--- config.mk ---
export PLATFORM = sky130hd
export DESIGN_NAME = pipe_hazard_ctrl
export DESIGN_NICKNAME = d
export VERILOG_FILES = /design/src/rtl/pipe_hazard_ctrl.sv
export SDC_FILE = /design/constraint.sdc
export NUM_CORES = 1
export LEC_CHECK = 0
export ABC_CLOCK_PERIOD_IN_PS = 2600
export BUFFER_PORTS_ARGS = -buffer_cell sky130_fd_sc_hd__buf_2
export CAP_MARGIN = 40
export CELL_PAD_IN_SITES_DETAIL_PLACEMENT = 1
export CELL_PAD_IN_SITES_GLOBAL_PLACEMENT = 2
export CORE_AREA = 3 3 78 95
export CTS_BUF_LIST = sky130_fd_sc_hd__clkbuf_2 sky130_fd_sc_hd__clkbuf_4 sky130_fd_sc_hd__clkbuf_8
export DETAILED_ROUTE_END_ITERATION = 7
export DIE_AREA = 0 0 81 98
export PLACE_DENSITY_LB_ADDON = 0.1
export SLEW_MARGIN = 10
export SYNTH_ARGS = -nofsm -noshare
export SYNTH_HDL_FRONTEND = slang
export SYNTH_SLANG_ARGS = --single-unit
--- constraint.sdc ---
create_clock -name clk -period 2.6 [get_ports clk]
set_input_delay 0.13 -clock clk [delete_from_list [all_inputs] [get_ports clk]]
set_output_delay 0.13 -clock clk [all_outputs]
set_load 0.01 [all_outputs]
--- src/rtl/pipe_hazard_ctrl.sv ---
// Pipeline sequencer for the 5-stage CPU: RAW-hazard stalls from a 3-deep
// destination scoreboard, plus multiplier issue/wait sequencing.
module pipe_hazard_ctrl #(
  parameter bit          RF_BYPASS   = 1'b0,
  parameter int unsigned MUL_TIMEOUT = 64,
  parameter int unsigned CNT_W       = 16
) (
  input  logic             clk,
  input  logic             rst,
  input  logic             id_valid,
  input  logic [4:0]       id_rs,
  input  logic [4:0]       id_rt,
  input  logic             id_uses_rt,
  input  logic [4:0]       id_rd,
  input  logic             id_we,
  input  logic             id_mul,
  input  logic             mul_done,
  output logic             front_hold,
  output logic             idex_bubble,
  output logic             ex_hold,
  output logic             exmem_bubble,
  output logic             mul_start,
  output logic             mul_busy,
  output logic             mul_timeout,
  output logic [CNT_W-1:0] hazard_cnt
);

  localparam int unsigned REG_W  = 5;
  localparam int unsigned WAIT_W = $clog2(MUL_TIMEOUT);
  localparam logic [WAIT_W-1:0] WAIT_LAST = WAIT_W'(MUL_TIMEOUT - 1);
  localparam logic [CNT_W-1:0]  CNT_MAX   = {CNT_W{1'b1}};

  typedef enum logic [1:0] {RUN, MUL_ISSUE, MUL_WAIT} state_t;

  typedef struct packed {
    logic             valid;
    logic [REG_W-1:0] rd;
  } sb_entry_t;

  localparam sb_entry_t SB_EMPTY = '{valid: 1'b0, rd: '0};

  state_t            state;
  sb_entry_t         sb_ex, sb_mem, sb_wb;
  logic [WAIT_W-1:0] wait_cnt;

  logic match_rs, match_rt, raw_hazard, mul_release, mul_go;

  function automatic logic hit(input sb_entry_t e, input logic [REG_W-1:0] r);
    return e.valid && (e.rd == r);
  endfunction

  // Register 0 never creates a dependency; WB is invisible when the RF writes through.
  always_comb begin
    match_rs = (id_rs != '0) &&
               (hit(sb_ex, id_rs) || hit(sb_mem, id_rs) || (!RF_BYPASS && hit(sb_wb, id_rs)));
    match_rt = (id_rt != '0) &&
               (hit(sb_ex, id_rt) || hit(sb_mem, id_rt) || (!RF_BYPASS && hit(sb_wb, id_rt)));
    raw_hazard  = id_valid && (match_rs || (id_uses_rt && match_rt));
    mul_release = (state == MUL_WAIT) && (mul_done || (wait_cnt == WAIT_LAST));
    mul_go      = id_valid && id_mul && !raw_hazard;
  end

  // Pipeline control decode
  always_comb begin
    front_hold   = 1'b0;
    idex_bubble  = 1'b0;
    ex_hold      = 1'b0;
    exmem_bubble = 1'b0;
    mul_start    = 1'b0;
    mul_busy     = (state != RUN);
    case (state)
      RUN: begin
        front_hold  = raw_hazard;
        idex_bubble = raw_hazard;
      end
      MUL_ISSUE: begin
        mul_start    = 1'b1;
        front_hold   = 1'b1;
        ex_hold      = 1'b1;
        exmem_bubble = 1'b1;
      end
      MUL_WAIT: begin
        front_hold = 1'b1;
        if (mul_release) begin
          idex_bubble = 1'b1;
        end else begin
          ex_hold      = 1'b1;
          exmem_bubble = 1'b1;
        end
      end
      default: ;
    endcase
  end

  // Sequencer, scoreboard and counters
  always_ff @(posedge clk or posedge rst) begin
    if (rst) begin
      state       <= RUN;
      sb_ex       <= SB_EMPTY;
      sb_mem      <= SB_EMPTY;
      sb_wb       <= SB_EMPTY;
      wait_cnt    <= '0;
      hazard_cnt  <= '0;
      mul_timeout <= 1'b0;
    end else begin
      case (state)
        RUN: begin
          sb_wb       <= sb_mem;
          sb_mem      <= sb_ex;
          sb_ex.valid <= id_valid && id_we && (id_rd != '0) && !raw_hazard;
          sb_ex.rd    <= id_rd;
          if (raw_hazard && (hazard_cnt != CNT_MAX)) begin
            hazard_cnt <= hazard_cnt + CNT_W'(1);
          end
          if (mul_go) begin
            state <= MUL_ISSUE;
          end
        end
        MUL_ISSUE: begin
          sb_wb        <= sb_mem;
          sb_mem.valid <= 1'b0;
          wait_cnt     <= '0;
          state        <= MUL_WAIT;
        end
        MUL_WAIT: begin
          sb_wb <= sb_mem;
          if (mul_release) begin
            sb_mem      <= sb_ex;
            sb_ex.valid <= 1'b0;
            state       <= RUN;
            if (!mul_done) begin
              mul_timeout <= 1'b1;
            end
          end else begin
            sb_mem.valid <= 1'b0;
            wait_cnt     <= wait_cnt + WAIT_W'(1);
          end
        end
        default: state <= RUN;
      endcase
    end
  end

endmodule

Word level (Yosys, flattened, before mapping). Cells that the tools add are included.

Muxes and demuxes: 17. $add $sub $neg: 2. Reduce and logical (&&, ||, !) cells: 39. Bitwise gates (word level): 1. Eq/ne operators: 13.

Operators by type and width (count): $eq A5 B5 Y1 (6); $logic_and A1 B1 Y1 (17); $add A16 B1 Y16 const B (1); $ne A16 B16 Y1 const B (1); $reduce_bool A5 Y1 (3); $pmux W6 S2 (1); $pmux W5 S2 (1); $pmux W1 S2 (4); $reduce_and A2 Y1 (4); $add A6 B1 Y6 const B (1); $eq A6 B6 Y1 const B (1); $logic_or A1 B1 Y1 (6); $mux W6 (1); $ne A2 B2 Y1 const B (3); $pmux W2 S3 (1); $reduce_bool A2 Y1 (3); $mux W1 (5); $mux W5 (1); $mux W2 (2); $pmux W1 S3 (1); $reduce_and A3 Y1 (1); $reduce_bool A3 Y1 (1); $reduce_or A3 Y1 (1); $eq A2 B1 Y1 const B (1); 5 further kinds (5).

Input port bits: 22. Bits in registers: 43.

Depth between registers and ports, before layout. Gate-level depths: netlist of run 1.

Depth after elaboration: 12. Mapped depth: 8.

Worst setup path after synthesis of run 1. OpenSTA, ideal clock, no wires.

Path type: register to register. Start: register hazard_cnt[0]. End: register hazard_cnt[10]. Stages on the path, launching flop included: 8. Setup time: 147 ps. Clock period less this slack: 2158 ps. Path buffers: 1. Arrival: 2011 ps. Path slack: 442 ps. Cell sequence: dfrtp_1 > ha_1 > nand3_1 > or3_1 > o311ai_2 > buf_2 > a2111oi_0 > xor2_1.

Longest elaborated chain between the ends: 3. Elaborated cells on any way between the ends: 4. Those cells by class: add/sub: 1; eq/ne: 1; reduce/logical: 2.

RTL lines: start: declaration (RTL line 25) `output logic [CNT_W-1:0] hazard_cnt`; start signal: assignment (RTL line 113) `hazard_cnt <= hazard_cnt + CNT_W'(1);`; parallel branches: the longest is 3 deep, another holds $add A16 B1 Y16.

Several ways; the timed one is not identified. A chain may end at the register's enable or synchronous reset.

Final worst setup path of run 1.
Start: register sb_mem[2] (netlist bit). End: output port front_hold.

Longest elaborated chain between the ends: 9. Elaborated cells on any way between the ends: 14. Those cells by class: eq/ne: 2; mux: 1; reduce/logical: 11.

RTL lines: start: declaration (RTL line 43) `sb_entry_t sb_ex, sb_mem, sb_wb;`; $eq A5 B5 Y1 (RTL line 49) `return e.valid && (e.rd == r);`; $logic_and A1 B1 Y1 (RTL line 49); $logic_or A1 B1 Y1 (2 in a row) (RTL line 57) `(hit(sb_ex, id_rt) || hit(sb_mem, id_rt) || (!RF_BYPASS && hit(sb_wb, id_rt)));`; $logic_and A1 B1 Y1 (RTL line 56) `match_rt = (id_rt != '0) &&`; $logic_and A1 B1 Y1 (RTL line 58) `raw_hazard = id_valid && (match_rs || (id_uses_rt && match_rt));`; $logic_or A1 B1 Y1 * (RTL line 58); $logic_and A1 B1 Y1 * (RTL line 58); $pmux W1 S2 * (RTL line 71) `case (state)`; end: declaration (RTL line 18) `output logic front_hold,`.

Mark *: on every way between the ends. The rest lies on a longest branch, timed or not.

==> impl_results.md, run 1 <==
* Post-synth EDFFs at 0
* Final cell count without fillers at 368
* Syn nets at 254
* Max-Cap Viols at 0
* Vias per inst at 5.217
* Worst Skew at 0.008983 ns
* Max Root-Sink Buffers at 2
* Final-layout fill cell count at 760
* Ys async rst share at 100.0%
* Post-synthesis average cell area at 10.75 µm²
* RSZ-0062 raised after global routing: false
* ANT nets after route at 0
* Initial antenna violation count at 0
* Peak Freq at 408.5 MHz
* Comb pwr share at 39.9%
* CP Launch Type: flop
* Slew HR at 48.66%
* Final Cell Area at 2930 µm²
* Post-DP HPWL at 4721 µm
* Multi-input gate area at 1297 µm²
* GRT Resource Usage Total at 16.33%
* Drt first pass iters at 4
* Final setup TNS at 0 ns
* Vias in the first global route at 2061
* Largest net degree at the start of global routing at 25
* Initial Util at 37.44%
* Mapped cell area at 2429 µm²
* Commonest cells in the netlist: dfrtp_1 (43), xor2_1 (30), xnor2_1 (19)
* Status: completed
* Layout area overhead at 20.66%
* Die Span X at 81 µm
* FP Rows at 32
* Pint at 1583 µW
* Required @ worst endpoint at 2.47 ns
* CTS tree: built
* Power per Cell Area at 861.7 nW/µm²
* Tot Pwr at 2525 µW
* Post-synth top area cell: dfrtp_1
* Clock Latency Late Sink at 0.29 ns
* Gr ovfl total at 0
* Peak VDD IR at 0.3140 mV
* Crit. End Element: output pin
* CTS clk-pin slew, worst paths at 0.08 ns
* Hold_ws at 0.05653 ns
* Top FF cell, synth: dfrtp_1
* Max Slew Vio Count at 0
* Number of inserted diodes at 0
* Final WL at 6147 µm
* Post-synth cell types at 38
* Final setup violation count at 0
* Starting DRT DRC Count at 28
* Placed instance count at 359
* Num CTS Buffers at 5
* Share of cells above drive strength 1 at 31.45%
* Post-synth top area share at 44.31%
* Register area share after synthesis at 44.31%
* DRC violations left at 0
* Core Region at 6486 µm²
* Leak at 0.001365 µW
* DIE AREA at 7938 µm²
* Sequential share of power at 43.2%
* Clk pwr share at 16.9%
* I/O pin cnt at 45
* DR vias at 1920
* Seq. cell area at 1077 µm²
* Area of placed instances at 2796 µm²
* Register bit total from synthesis at 43
* Setup CP Type: reg2out
* Die Y at 98 µm
* Synth top area cells: dfrtp_1 (44%), xor2_1 (11%), mux2_2 (7.4%)
* Final RePlAce weighted congestion at 0.8492
* H-tree lvl count at 2
* Cells after Synth at 226
* Final hold vios at 0
* Switching share of total power at 37.33%
* Tcrit/Tclk final at 94.15%
* Clk sinks at 43
* Worst-margin pin slew at 0.7653 ns
* Synth warn at 0
* Worst hold path class: in2reg
* Most frequent cell after synthesis: dfrtp_1
* WL/cell at 16.70 µm
* Critical path peak fanout at 13
* Number of I/O port buffers at 44
* Min Tclk post-route at 2.448 ns
* Psw at 942.6 µW
* First-pass GRT wire length at 10070 µm
* CTS root buffer: clkbuf_8
* Worst Path Arrival at 2.32 ns
* Nets at 311
-- cell families (layout without fill, tap and decap cells) --
| group | after synthesis | after routing | share of synthesized area [%] |
|---|---|---|---|
| AND/OR/NAND/NOR | 63 | 63 | 13.60 |
| AO/OA/AOI/OAI | 29 | 29 | 9.583 |
| adder cells (fa/ha/maj) | 6 | 6 | 3.091 |
| multiplexers | 18 | 18 | 8.346 |
| flip-flops | 43 | 43 | 44.31 |
| buffers and inverters | 18 | 75 | 3.400 |
| XOR/XNOR | 49 | 49 | 17.67 |
-- layout make-up --
class	instances	share of cell area (%)
Inverter	11	1.409
Timing Repair Buffer	57	10.93
Clock buffer	6	2.818
Tap cell	85	3.629
Sequential cell	43	36.76
Clock inverter	1	0.1708
Multi-Input combinational cell	165	44.28
-- cells in the final DEF (no fill, tap or decap), types with 6 or more instances in the layout --
| master | netlist | routed |
|---|---|---|
| a2111oi_0 | 9 | 9 |
| buf_2 | 3 | 44 |
| buf_4 | 1 | 12 |
| clkbuf_8 | 0 | 6 |
| dfrtp_1 | 43 | 42 |
| ha_1 | 6 | 6 |
| inv_1 | 11 | 10 |
| mux2_2 | 16 | 16 |
| nand2_1 | 16 | 16 |
| nand3_1 | 11 | 11 |
| nand4_1 | 7 | 7 |
| nor2_1 | 9 | 9 |
| xnor2_1 | 19 | 19 |
| xor2_1 | 30 | 30 |
-- what timing repair did --
action,4_1_cts,5_1_grt
buffers inserted,0,1
pin swaps,0,2
resized for setup,1,4
endpoints found under the hold margin,19,0
hold buffers,1,0
setup endpoints to repair,1,1
-- worst paths after layout --
check	start	slack (ns)	cells after the start	to
setup / recovery	sb_mem[2]	0.15	8	front_hold
max in group asynchronous	rst	1.43	4	wait_cnt[1]
min in group asynchronous	rst	0.42	3	hazard_cnt[10]
setup reg to reg	sb_mem[2]	0.35	7	hazard_cnt[9]
hold reg to reg	mul_timeout	0.48	1	mul_timeout
hold / removal	mul_done	0.06	2	mul_timeout
-- state kept, by name, indices dropped and copies added, names as in the netlist --
| register | count |
|---|---|
| hazard_cnt | 16 |
| sb_ex | 6 |
| sb_mem | 6 |
| sb_wb | 6 |
| wait_cnt | 6 |
| state | 2 |
| mul_timeout | 1 |
-- power groups by stage --
| stage | combinational (µW) | sequential, µW | clock, µW |
|---|---|---|---|
| detailed placement | 983 | 1110 | 0 |
| floorplan | 691 | 1050 | 0 |
| global route | 1110 | 1130 | 485 |
| CTS | 998 | 1100 | 452 |
| global placement | 974 | 1110 | 0 |
| finish | 1010 | 1090 | 428 |
-- worst max-delay path, cell delays in order (launching register included) --
cell and delay, ns:
dfrtp_1 0.42, xor2_1 0.18, nor4_2 0.34, nand3_1 0.13, a31o_4 0.29, buf_4 0.18
a21o_1 0.19, a21oi_1 0.14, buf_2 0.15
-- through the flow --
step,util (%),worst slack (ns)
2_1_floorplan,-,0.4415
3_5_place_dp,43.11,0.2154
4_1_cts,44.71,0.03997
6_report,45.18,0.1522
5_1_grt,45.18,0.003713
3_3_place_gp,43.11,0.1699
-- layer usage --
metal / wire (µm) / global-route usage (%)
met1: 2711 / 20.01
met2: 3174 / 28.91
met3: 194 / 2.952
met4: 66 / 4.291
met5: 0 / 0
(Power assumes the default switching activity.)
==> run 2, diff against run 1 <==
- ABC_AREA: unset -> 1
- CORE_AREA: 3 3 78 95 -> 3 3 89 107
- DIE_AREA: 0 0 81 98 -> 0 0 92 110
==> impl_results.md, run 2 <==
* Max reg flops at 16 (unchanged)
* Most frequent cells in the layout: nand2_1 (168), buf_2 (45), dfrtp_1 (43)
* Top FF cell, synth: dfrtp_1
* Final core utilization at 37.00% (-8.2 points)
* Setup CP Type: reg2out
* Clock Latency Late Sink at 0.31 ns (+0.02 ns)
* CTS tree: built
* Post-synthesis average cell area at 6.775 µm² (-37%)
* Max Root-Sink Buffers at 2 (unchanged)
* Commonest cells in the netlist: nand2_1 (168), dfrtp_1 (43), inv_1 (37)
* FF-to-FF Start: wait_cnt[0]
* Num CTS Buffers at 5 (unchanged)
* Synth top area cells: dfrtp_1 (40%), nand2_1 (23%), inv_1 (5.1%)
* Simple-Gate Fraction of Synth Area at 36.70% (+23 points)
* Post-DP HPWL at 6524 µm (+38%)
* Post-synth EDFFs at 0 (unchanged)
* R2R Setup Slk at 0.62 ns (+0.27 ns)
* Min Tclk post-route at 2.025 ns (-0.4230 ns)
* Register area share after synthesis at 39.70% (-4.6 points)
* XOR/XNOR share of the synthesized area at 4.524% (-13 points)
* Number of inserted diodes at 0 (unchanged)
* R2R cell count at 10 (+3)
* Starting DRT DRC Count at 62 (+120%)
* Largest net degree at the start of global routing at 20 (-20%)
* Min-delay src: mul_done
* Vias in the first global route at 2762 (+34%)
* Nets at 478 (+54%)
* Die Y at 110 µm (+12%)
* Slew HR at 64.06% (+15 points)
* First-pass GRT wire length at 13570 µm (+35%)
* Drt first pass iters at 4 (unchanged)
* Clk sinks at 43 (unchanged)
* Reg-to-Reg End: wait_cnt[4]
* Hold path depth at 2 (unchanged)
* Final setup TNS at 0 ns (unchanged)
* Required @ worst endpoint at 2.47 ns (about the same)
* Post-synthesis mux area share at 0.4155% (-7.9 points)
* Worst Path Arrival at 1.89 ns (-0.43 ns)
* FP Rows at 37 (+16%)
* Leak at 0.001702 µW (+25%)
* I/O pin cnt at 45 (unchanged)
* DIE AREA at 10120 µm² (+27%)
* Vias per inst at 4.611 (-12%)
* Post-synth top area share at 39.70% (-4.6 points)
* Critical path peak fanout at 4 (-9)
* RSZ-0062 raised after global routing: false
* Worst Skew at 0.009778 ns (+0.0007956 ns)
* DRC violations left at 0 (unchanged)
* Status: completed
* CTS root buffer: clkbuf_8
* Final RePlAce weighted congestion at 0.8079 (-4.9%)
* Max Slew Vio Count at 0 (unchanged)
* Gr ovfl total at 0 (unchanged)
* Main combinational cell family by area after synthesis: simple AND/OR/NAND/NOR gates
* Number of I/O port buffers at 44 (unchanged)
* Ys async rst share at 100.0% (unchanged)
* Largest Register: hazard_cnt
* Power per Cell Area at 778.0 nW/µm² (-9.7%)
* Worst hold path class: in2reg
* Final hold vios at 0 (unchanged)
* Share of cells above drive strength 1 at 16.41% (-15 points)
* Worst-margin pin slew at 0.5391 ns (-0.2262 ns)
* GRT Resource Usage Total at 17.10% (+0.78 points)
* Initial antenna violation count at 0 (unchanged)
* Max-Cap Viols at 0 (unchanged)
* Synth Area in Adders at 2.770% (-0.32 points)
* Die Span X at 92 µm (+14%)
* Mapped cell area at 2710 µm² (+12%)
* Final setup violation count at 0 (unchanged)
* Core Region at 8611 µm² (+33%)
* Peak Freq at 493.9 MHz (+21%)
* WL/cell at 14.23 µm (-15%)
* Post-synth cell types at 32 (-16%)
* CTS clk-pin slew, worst paths at 0.08 ns (about the same)
* Most frequent cell after synthesis: nand2_1
* H-tree lvl count at 2 (unchanged)
* Compound-Gate Fraction of Synth Area at 7.849% (-1.7 points)
* Worst Slack Setup Final at 0.5752 ns (+0.4230 ns)
* Hold EP: mul_timeout
* Layout area overhead at 17.54%
* CP Launch Type: flop
* Final WL at 8083 µm (+31%)
* Initial Util at 31.47% (-6.0 points)
* Synth warn at 0 (unchanged)
* Peak VDD IR at 0.3028 mV (-3.6%)
* Cells after Synth at 400 (+77%)
* Syn nets at 428 (+69%)
* Post-synth top area cell: dfrtp_1
* Pre-CTS setup slack at 0.5669 ns (+0.3515 ns)
* DR vias at 2619 (+36%)
* Register bit total from synthesis at 43 (unchanged)
* Crit. End Element: output pin
* Most common cell after layout, fill and taps aside: nand2_1
* ANT nets after route at 0 (unchanged)
* Tcrit/Tclk final at 77.88% (-16 points)
## run 2: worst max-delay path, stage by stage, from the launching register on
cell	delay, ns
dfrtp_1	0.42
inv_1	0.09
nand2_1	0.07
nand2_1	0.05
nor2_1	0.14
nand3_1	0.09
nand3_1	0.08
nand2_1	0.10
nand2_2	0.12
nand3_2	0.12
a21oi_1	0.14
buf_2	0.15
## run 2: how the worst max path moves through the flow
| stage | start | end | cells after the start |
|---|---|---|---|
| 2_1_floorplan | wait_cnt[0] | exmem_bubble | 7 |
| 3_3_place_gp | state[0] | sb_mem[3] | 4 |
| 3_5_place_dp | hazard_cnt[0] | hazard_cnt[0] | 9 |
| 4_1_cts | sb_mem[1] | front_hold | 11 |
| 5_1_grt | hazard_cnt[0] | hazard_cnt[0] | 9 |
| 6_report | sb_mem[1] | front_hold | 11 |
## run 2: layer usage
layer	GRT usage, %	routed length, µm	up-vias
li1	-	-	1347
met1	19.98	3420	1227
met2	31.78	4241	34
met3	2.851	259	11
met4	5.839	161	0
met5	0	0	-
## run 2: power by group
part | internal [µW] | switching (µW) | leakage, µW
Clock | 199 | 250 | 0.0000446
Combinational | 350 | 673 | 0.00109
Sequential | 846 | 161 | 0.000564
Total | 1390 | 1080 | 0.00170
## run 2: logic make-up after synthesis
logic type	after synthesis
flip-flops	43
adder cells (fa/ha/maj)	6
AO/OA/AOI/OAI	40
XOR/XNOR	14
AND/OR/NAND/NOR	243
multiplexers	1
buffers and inverters	53
## run 2: area by class of cell
cell class,instances,area [µm²]
repair buffers,50,285.3
inverters,46,172.7
flip-flops and latches,43,1076
clock inverters,2,12.51
fillers,1161,5425
well taps,117,146.4
clock buffers,6,76.32
multi-input cells,304,1416
## run 2: per-stage QoR
step           hold WS, ns  cells  area, µm²  power (µW)
2_1_floorplan       0.2282    400       2710        1709
3_3_place_gp        0.2803    557       3054        2034
3_5_place_dp       0.09929    559       3087        2069
4_1_cts            0.01229    568       3186        2532
5_1_grt            0.02169    568       3186        2736
6_report           0.02031    568       3186        2479
## run 2: what timing repair did
action / in CTS / in global routing
buffers inserted: 0 / 0
endpoints found under the hold margin: 8 / 0
gates resized for setup: 0 / 0
hold buffers: 1 / 0
==> run 3, diff against run 2 <==
- ABC_CLOCK_PERIOD_IN_PS: 2600 -> 2000
- clock period: 2.6 -> 2 ns (I/O delays scaled with it)
==> impl_results.md, run 3 (same netlist as run 2, synthesis figures left out) <==
* Status: completed
* Number of I/O port buffers at 44 (unchanged)
* Tcrit/Tclk final at 93.37%
* H-tree lvl count at 2 (unchanged)
* Clock Latency Late Sink at 0.30 ns (about the same)
* Layout area overhead at 26.69%
* Leak at 0.001826 µW (+7.3%)
* Max-Cap Viols at 0 (unchanged)
* Max Root-Sink Buffers at 2 (unchanged)
* Peak Freq at 535.5 MHz
* Slowest-stage cell, CP: dfrtp_1
* Gr ovfl total at 0 (unchanged)
* Core Region at 8611 µm² (unchanged)
* Pre-CTS setup slack at 0.1339 ns (-0.4330 ns)
* Placed instance count at 563 (+0.72%)
* Final Cell Area at 3433 µm² (+7.8%)
* ANT nets after route at 0 (unchanged)
* Max reg flops at 16 (unchanged)
* Die Y at 110 µm (unchanged)
* Num CTS Buffers at 5 (unchanged)
* CTS clk-pin slew, worst paths at 0.09 ns (about the same)
* Required @ worst endpoint at 1.90 ns (-0.57 ns)
* Worst Path Arrival at 1.77 ns (-0.12 ns)
* Nets at 497 (+4.0%)
* Post-DP HPWL at 6338 µm (-2.8%)
* Power per Cell Area at 1062 nW/µm² (+37%)
* WL/cell at 13.94 µm (-2.1%)
* Largest stage delay on the critical path at 0.41 ns (about the same)
* Share of cells above drive strength 1 at 24.89% (+8.5 points)
* Worst Skew at 0.01439 ns (+0.004614 ns)
* Worst hold path class: in2reg
* Final hold vios at 0 (unchanged)
* Peak VDD IR at 0.4017 mV (+33%)
* Drt first pass iters at 4 (unchanged)
* Worst-margin pin slew at 0.5947 ns (+0.05556 ns)
* Slew HR at 60.35% (-3.7 points)
* Worst path cell trace: inv_1, nand2_1, nand2_1, nor2_2, nand3_1, nand3_2, nand2_4, nand2_4, nand3_4, a21oi_2, buf_2
* Crit. End Element: output pin
* Setup CP Type: reg2out
* Largest Register: hazard_cnt
* CTS tree: built
* Number of inserted diodes at 0 (unchanged)
* Final WL at 8182 µm (+1.2%)
* CP Launch Type: flop
* Most frequent cells in the layout: nand2_1 (163), buf_2 (44), dfrtp_1 (43)
* CTS root buffer: clkbuf_8
* FP Rows at 37 (unchanged)
* Final RePlAce weighted congestion at 0.7855 (-2.8%)
* Clk sinks at 43 (unchanged)
* DR vias at 2726 (+4.1%)
* Min Tclk post-route at 1.867 ns
* Die Span X at 92 µm (unchanged)
* Starting DRT DRC Count at 74 (+19%)
* GRT Resource Usage Total at 16.92% (-0.19 points)
* I/O pin cnt at 45 (unchanged)
* First-pass GRT wire length at 13450 µm (-0.86%)
* Area of placed instances at 3112 µm² (+0.81%)
* Initial Util at 31.47% (unchanged)
* Worst Slack Setup Final at 0.1326 ns (-0.4425 ns)
* Max Slew Vio Count at 0 (unchanged)
* Final setup violation count at 0 (unchanged)
* Vias in the first global route at 2813 (+1.8%)
* Critical path peak fanout at 4 (unchanged)
* DRC violations left at 0 (unchanged)
* Most common cell after layout, fill and taps aside: nand2_1
* Final cell count without fillers at 587 (+3.3%)
* Largest net degree at the start of global routing at 44 (+120%)
* Initial antenna violation count at 0 (unchanged)
* Vias per inst at 4.644 (+0.72%)
* DIE AREA at 10120 µm² (unchanged)
-- run 3: changes by cell type in the layout (fill, tap and decap cells not counted), moves of 5 or more --
cell     before  now
buf_4         3   21
nand2_1     168  163
inv_2         9   16
nor2_2        3   10
inv_1        36   29
nor2_1       36   29
-- run 3: critical path, delay by kind of cell (launching register included) --
| kind | cells | cell delay, ns |
|---|---|---|
| buf+inv | 2 | 0.25 |
| compound gates | 1 | 0.15 |
| flops | 1 | 0.41 |
| simple gates | 8 | 0.66 |
-- run 3: where the power goes --
part	internal (µW)	switching [µW]	total (µW)
combinational	654	958	1610
sequential	1100	216	1320
clock	405	316	721
-- run 3: area by class of cell --
class / instances / area, µm²
clock inverters: 2 / 35.03
well taps: 117 / 146.4
inverters: 46 / 172.7
fillers: 1151 / 5177
multi-input cells: 304 / 1491
repair buffers: 69 / 429.2
clock buffers: 6 / 82.58
flip-flops and latches: 43 / 1076
-- run 3: timing repair --
| action | in CTS | in global routing |
|---|---|---|
| hold buffers | 2 | 0 |
| pin swaps | 0 | 10 |
| endpoints found under the setup margin | 2 | 27 |
| gates resized for setup | 5 | 27 |
| buffers inserted | 5 | 9 |
| hold endpoints to repair | 44 | 0 |
-- run 3: stage by stage --
step / util, % / TNS (ns) / power [µW] / hold slack, ns
5_1_grt: 39.87 / -0.006323 / 4001 / 0.02532
3_5_place_dp: 36.14 / 0 / 2741 / 0.2829
2_1_floorplan: - / 0 / 2221 / 0.1982
4_1_cts: 38.33 / 0 / 3570 / 0.01543
6_report: 39.87 / 0 / 3648 / 0.02050
3_3_place_gp: 36.14 / 0 / 2695 / 0.2759
-- run 3: path summary, 6_finish.rpt --
kind                          startpoint             end  slack, ns  depth (start not counted)
hold / removal                  id_rd[0]        sb_ex[0]       0.02                          3
max in group asynchronous            rst       sb_mem[5]       1.11                          4
min in group asynchronous            rst   hazard_cnt[7]       0.49                          4
setup / recovery               sb_mem[4]      front_hold       0.13                         11
hold reg to reg              mul_timeout     mul_timeout       0.48                          2
setup reg to reg           hazard_cnt[1]  hazard_cnt[15]       0.20                         11
-- run 3: per-layer routing --
metal | vias to the layer above | global-route usage [%] | share of wire, %
met3 | 13 | 2.172 | 2.4
met5 | - | 0 | 0
li1 | 1383 | - | -
met1 | 1291 | 18.79 | 42
met4 | 0 | 5.945 | 2.2
met2 | 39 | 33.04 | 54
